--- src/rtl/conv_encoder.sv ---
// Rate-1/2, constraint-length-4 convolutional encoder with 3-bit zero tail.
// One input bit in, one 2-bit symbol out, latency 1, with a valid/ready
// handshake on both sides. Frames are force-terminated at MAX_DATA bits
// so that data plus tail always fits one trellis memory bank.
module conv_encoder #(
    parameter logic [3:0] G0       = 4'b1111,
    parameter logic [3:0] G1       = 4'b1101,
    parameter logic [9:0] MAX_DATA = 10'd1021
) (
    input  logic       clk,
    input  logic       rst,
    input  logic       enable,
    input  logic       in_valid,
    output logic       in_ready,
    input  logic       d_in,
    input  logic       in_last,
    output logic       out_valid,
    input  logic       out_ready,
    output logic [1:0] d_out,
    output logic       out_last,
    output logic       frame_trunc
);

    typedef enum logic [1:0] {IDLE, DATA, TAIL} state_t;

    state_t     state, state_nxt;
    logic [2:0] s;          // s[2] is the most recent input bit
    logic [9:0] data_cnt;   // data bits accepted so far in the open frame
    logic [1:0] tail_cnt;   // tail symbols already emitted

    logic       slot_free;
    logic       accept;
    logic       tail_go;
    logic       load;
    logic       b;
    logic       at_max;
    logic       tail_done;
    logic [3:0] u;

    // Handshake, encoder input selection and next-state logic
    always_comb begin
        slot_free = !out_valid || out_ready;
        // Held low during reset so nothing is offered while the block is cleared
        in_ready  = !rst && enable && (state != TAIL) && slot_free;
        accept    = in_valid && in_ready;
        tail_go   = enable && (state == TAIL) && slot_free;
        load      = accept || tail_go;
        // Tail cycles feed zeros; data cycles feed the input bit
        b         = accept && d_in;
        u         = {b, s};
        // The bit being accepted is the MAX_DATA-th of the frame
        at_max    = (data_cnt == MAX_DATA - 10'd1);
        tail_done = tail_go && (tail_cnt == 2'd2);

        state_nxt = state;
        case (state)
            IDLE, DATA: begin
                if (accept && (in_last || at_max))
                    state_nxt = TAIL;
                else if (accept)
                    state_nxt = DATA;
            end
            TAIL: begin
                if (tail_done)
                    state_nxt = IDLE;
            end
            default: state_nxt = IDLE;
        endcase
        if (!enable)
            state_nxt = IDLE;
    end

    // FSM state register
    always_ff @(posedge clk or posedge rst) begin
        if (rst)
            state <= IDLE;
        else
            state <= state_nxt;
    end

    // Encoder shift register, counters and registered output symbol
    always_ff @(posedge clk or posedge rst) begin
        if (rst) begin
            s           <= 3'b000;
            data_cnt    <= 10'd0;
            tail_cnt    <= 2'd0;
            out_valid   <= 1'b0;
            d_out       <= 2'b00;
            out_last    <= 1'b0;
            frame_trunc <= 1'b0;
        end else if (!enable) begin
            s           <= 3'b000;
            data_cnt    <= 10'd0;
            tail_cnt    <= 2'd0;
            out_valid   <= 1'b0;
            out_last    <= 1'b0;
            frame_trunc <= 1'b0;
        end else begin
            // Forced termination only when the sender did not end the frame itself
            frame_trunc <= accept && !in_last && at_max;

            if (load) begin
                out_valid <= 1'b1;
                d_out     <= {^(u & G0), ^(u & G1)};
                out_last  <= tail_done;
                s         <= {b, s[2:1]};
            end else if (out_ready) begin
                out_valid <= 1'b0;
                out_last  <= 1'b0;
            end

            if (accept)
                data_cnt <= (in_last || at_max) ? 10'd0 : data_cnt + 10'd1;

            if (tail_go)
                tail_cnt <= tail_done ? 2'd0 : tail_cnt + 2'd1;
        end
    end

endmodule
--- config.mk ---
export PLATFORM = sky130hd
export DESIGN_NAME = conv_encoder
export DESIGN_NICKNAME = d
export VERILOG_FILES = /design/src/rtl/conv_encoder.sv
export SDC_FILE = /design/constraint.sdc
export NUM_CORES = 1
export LEC_CHECK = 0
export BUFFER_PORTS_ARGS = -buffer_cell sky130_fd_sc_hd__buf_2
export CAP_MARGIN = 0
export CORE_ASPECT_RATIO = 0.8
export CORE_MARGIN = 2
export CORE_UTILIZATION = 30
export DETAILED_ROUTE_END_ITERATION = 10
export GPL_TIMING_DRIVEN = 0
export PLACE_DENSITY = 0.48
export SLEW_MARGIN = 20
export SYNTH_ARGS = -nofsm -noshare
export SYNTH_HDL_FRONTEND = slang
export SYNTH_SLANG_ARGS = --single-unit
--- constraint.sdc ---
create_clock -name clk -period 1.4 [get_ports clk]
set_input_delay 0.28 -clock clk [delete_from_list [all_inputs] [get_ports clk]]
set_output_delay 0.28 -clock clk [all_outputs]
set_load 0.005 [all_outputs]
---- Word level (Yosys, flattened, before mapping) ----
Index checks and enable logic that the tools add are counted.
cells by class
  $add $sub $neg .......................... 2
  equality and inequality tests ........... 11
  muxes and demuxes ....................... 19
  reduce and logical (&&, ||, !) cells .... 23
operators with widths
  operator               count
  $mux 10                3
  $mux 2                 7
  $logic_and 1x1->1      11
  $add 10x1->10 const B  1
  $eq 10x10->1 const B   1
  $reduce_xor 4->1       2
  $mux 1                 6
  $mux 3                 2
  $ne 2x1->1 const B     3
  $eq 2x2->1 const B     2
  $ne 4x4->1 const B     1
  $pmux 2 s2             1
  $reduce_and 2->1       2
  $logic_not 1->1        3
  $logic_or 1x1->1       3
  $ne 3x1->1 const B     1
  $ne 3x3->1 const B     1
  $add 2x1->2 const B    1
  $eq 2x1->1 const B     1
  $logic_not 2->1        1
  $ne 2x2->1 const B     1
  $reduce_or 2->1        1
storage, ports and cells
  register bits ........................... 22
  input port bits ......................... 7
  output and inout port bits .............. 6
  word-level logic and storage cells ...... 63

---- Longest topological paths before layout ----
  depth in word-level cells ............... 9
  mapped depth ............................ 6
  mapped depth without buffers ............ 5

---- Least setup slack after synthesis ----
OpenSTA, ideal clock, no wires.
  path kind ............................... flip-flop to flip-flop
  start point ............................. register state[0]
  end point ............................... register d_out[1]
  library setup time ...................... 0.125 ns
  data arrival time ....................... 1.319 ns
  required time ........................... 1.275 ns
  setup slack ............................. -0.044 ns
  cell stages (with the launch flop) ...... 5
  path buffers ............................ 0
  period minus slack after synthesis ...... 1.444 ns
  cells stage by stage .................... dfrtp_1 -> nand2b_1 -> and3_4 -> xnor3_1 -> mux2_4
between the ends
  longest elaborated chain between the ends .. 6
  elaborated cells between the ends (all ways) .. 11
  classes of those cells .................. eq/ne (2); reduce/logical (9)
ends and longest elaborated chain
  item                                                   line    RTL
  from (decl)                                            26      state_t state, state_nxt;
  from (signal assigned)                                 78      state <= state_nxt;
  $ne 2x2->1                                             44      in_ready = !rst && enable && (state != TAIL) && slot_free;
  $logic_and 1x1->1 (2 in series)                        44
  $logic_and 1x1->1                                      45      accept = in_valid && in_ready;
  $logic_and 1x1->1 or $logic_or 1x1->1 (tied branches)  49, 47
  $reduce_xor 4->1 or $reduce_and 2->1 (tied branches)   n/a
  to (signal assigned)                                   104     d_out <= {^(u & G0), ^(u & G1)};
  to (decl)                                              19      output logic [1:0] d_out,
Several ways; a longest one is shown, not always the timed one.
A chain may end at the register's enable or synchronous reset.

---- Worst setup path after layout ----
  start point ............................. register out_valid
  end point ............................... register d_out[1]
between the ends
  longest elaborated chain between the ends .. 6
  elaborated cells between the ends (all ways) .. 9
  classes of those cells .................. reduce/logical (9)
ends and longest elaborated chain
  item                                                   line    RTL
  from (decl)                                            17      output logic out_valid,
  from (signal assigned)                                 87      out_valid <= 1'b0;
  from (signal assigned)                                 95      out_valid <= 1'b0;
  from (signal assigned)                                 103     out_valid <= 1'b1;
  $logic_not 1->1 *                                      42      slot_free = !out_valid || out_ready;
  $logic_or 1x1->1 *                                     42
  $logic_and 1x1->1                                      44
  $logic_and 1x1->1                                      45
  $logic_and 1x1->1 or $logic_or 1x1->1 (tied branches)  49, 47
  $reduce_xor 4->1 or $reduce_and 2->1 (tied branches)   n/a
Every way passes the cells marked *; elsewhere a longest branch is shown, timed or not.

==> summary.md <==
| Metric | Value |
|---|---|
| H-tree Lvls | `1` |
| Hold violation total from the final report | `0` |
| Placer Congestion | `0.7802` |
| Grt total ovfl | `0` |
| Overall power | `1.488 mW` |
| Starting density of the core | `0.3148` |
| Synthesized-area fraction occupied by and/or/nand/nor cells | `0.2132` |
| Final worst setup slack | `-0.07163 ns` |
| FMAX | `679.5 MHz` |
| Total of max-cap violations | `0` |
| Mapped Nets | `124` |
| Post-Synthesis Cells | `115` |
| Pwr dens | `902.2 nW/um2` |
| Violated checks | `setup timing` |
| Main flop type after synthesis | `dfrtp_1` |
| Final setup viols | `4` |
| Post-DP Area | `1338 um2` |
| Share of Yosys cell area claimed by the top area cell type | `0.4598` |
| 1st-iter DRT viols | `39` |
| Most frequent cell after synthesis | `dfrtp_1` |
| Core ar. | `3804 um2` |
| Global-route wire length before repair | `4.360 mm` |
| Seq cells post-synth | `22` |
| Register area share after synthesis | `0.4598` |
| Sink Count | `22` |
| Crit start category | `flop` |
| Largest net degree at the start of global routing | `23` |
| PortBufs | `12` |
| DIE WIDTH | `74.64 um` |
| Yosys warns | `0` |
| Diode count | `0` |
| Clock-pin slew on the worst setup and hold paths | `0.09 ns` |
| WL per Instance | `13.86 um` |
| Main combinational cell family by area after synthesis | `simple AND/OR/NAND/NOR gates` |
| Leading area contributor after synthesis | `dfrtp_1` |
| Die height | `60.51 um` |
| CTS tree | `yes` |
| Area growth from synthesis to layout | `37.72%` |
| Num CTS Buffers | `3` |
| Async SR Flop Fraction | `1.000` |
| Yosys cell types | `40` |
| Drt first pass iters | `4` |
| Max VDD drop | `394.7 uV` |
| Nets | `153` |
| CTS hold repair buffers | `0` |
| Vias in the first global route | `905` |
| Mux share of post-synthesis cell area | `0.02194` |
| Status | `complete, but fails checks` |
| Max-slew violations | `0` |
| Hpwl dp | `1.782 mm` |
| IO Count | `13` |
| CTS Buffer Depth | `2` |
| Via count | `1023` |
| Worst EP required | `1.55 ns` |
| Avg Synthesized Cell Area | `10.41 um2` |
| Mapped Area | `1197 um2` |
| Hold WC Path Type | `input pin to asynchronous set/reset pin` |
| Worst EP arrival | `1.62 ns` |
| DRC Markers | `0` |
| Clock latency on the worst-skew pair | `0.27 ns` |
| Post-Synth XOR/XNOR Area | `0.04075` |
| Top cells by count, synth | `22 x dfrtp_1, 10 x nand2_1, 9 x a31oi_1, 7 x inv_1, 7 x nand2b_1` |
| Crit Path Max Fanout | `5` |
| Clock Skews | `0.01555 ns` |
| Relative slew slack | `0.4346` |
| Post-Route WL | `2.745 mm` |
| Die area | `4516 um2` |
| Share of cells above drive strength 1 | `0.4406` |
| Antenna violations before repair | `0` |
| Number of flops mapped to enable cells by yosys | `0` |
| Utilization after layout | `0.4336` |
| Period utilization | `1.051` |
| Number of routed nets with antenna violations | `0` |
| CP Class | `flop to flop` |
| Largest cells by area after synthesis | `dfrtp_1 46%, a31oi_1 4.7%, nand2b_1 3.7%` |
| Hold_ws | `0.2010 ns` |
| Leakage power | `0.7243 nW` |
| Setup TNS | `-0.1986 ns` |
| Root Buffer | `clkbuf_8` |
| Vias/cell | `5.167` |
| Slew of the pin with the lowest slew margin | `0.8471 ns` |
| Rows | `20` |
| Unrepaired setup endpoints after global routing | `yes` |
| Setup crit end kind | `flop` |
| Final min period | `1.472 ns` |
| Post-Synth Adder-Cell Area | `0.02090` |
| Fin area | `1649 um2` |
| Post-synthesis compound-gate area fraction | `0.2006` |
| GRT Total Usage | `0.1278` |
==> report_power, final <==
part           switching, mW  leakage, nW  internal, mW  total [mW]
combinational          0.104        0.389         0.108       0.212
sequential            0.0175        0.299         0.658       0.675
clock                  0.218       0.0357         0.382       0.601
total                  0.340        0.724          1.15        1.49
==> logic make-up (layout without fill, tap and decap cells) <==
logic type | after synthesis | in the layout
XOR/XNOR | 4 | 4
adder cells (fa/ha/maj) | 2 | 2
AO/OA/AOI/OAI | 30 | 30
AND/OR/NAND/NOR | 43 | 43
buffers and inverters | 12 | 40
flip-flops | 22 | 22
multiplexers | 2 | 2
==> sequential cells by signal, summed over array words and instances (netlist names) <==
name         flops
data_cnt        10
d_out            2
tail_cnt         2
out_valid        1
state            2
out_last         1
s                3
frame_trunc      1
==> layout make-up <==
class                      instances  area, um2
clock buffer                       3      41.29
sequential                        22      554.3
fill                             377       2155
inverter                           7      26.28
tap                               55      68.82
timing repair buffer              26      176.4
multi-input combinational         81      724.4
buffer                             3      27.53
clock inverter                     1      30.03
==> through the flow <==
step,setup slack (ns),instances
2_1_floorplan,0.006095,115
3_3_place_gp,-0.2453,182
3_5_place_dp,-0.2605,182
4_1_cts,-0.1052,190
5_1_grt,-0.1360,198
6_report,-0.07163,198
==> worst max-delay path, cell delays in order (launching register included) <==
cell,delay [ns]
dfrtp_1,0.38
nand2b_1,0.09
buf_6,0.12
buf_4,0.10
and3_4,0.19
xnor3_1,0.20
mux2_4,0.26
==> metal layers <==
metal / GRT usage / routed length [um] / part of all wire
met2: 0.1896 / 1279 / 0.47
met3: 0.03488 / 72 / 0.026
met4: 0.03827 / 27 / 0.0098
met5: 0 / 0 / 0
met1: 0.1834 / 1365 / 0.50
==> timing repair <==
item,4_1_cts,5_1_grt
resized for setup,16,23
pin swaps,3,6
setup buffers,6,8
setup endpoints to repair,17,22
==> cell usage in the layout (no fill, tap or decap), drive strengths merged, types with 2 or more instances in the layout <==
cell type / synthesis / final
nand4: 3 / 3
inv: 7 / 7
a21oi: 2 / 2
clkbuf: 2 / 3
xnor2: 2 / 2
mux2: 2 / 2
and4: 4 / 4
nand2: 11 / 11
a41oi: 4 / 4
dfrtp: 22 / 22
a32o: 2 / 2
o21ai: 5 / 5
nor3: 3 / 3
ha: 2 / 2
nand3: 6 / 6
buf: 3 / 29
and3: 4 / 4
nand2b: 7 / 7
a31oi: 10 / 10
o31ai: 2 / 2
==> path summary, 6_finish.rpt <==
kind	from	endpoint	slack (ns)	depth (start not counted)
max	out_valid	d_out[1]	-0.07	6
min	rst	s[2]	0.20	2
max reg2reg	out_valid	d_out[1]	-0.07	6
min reg2reg	data_cnt[5]	data_cnt[5]	0.51	1
max in group asynchronous	rst	data_cnt[0]	0.61	2
min in group clk	in_last	frame_trunc	0.22	2
Note: power is estimated with default switching activity, not from simulation.
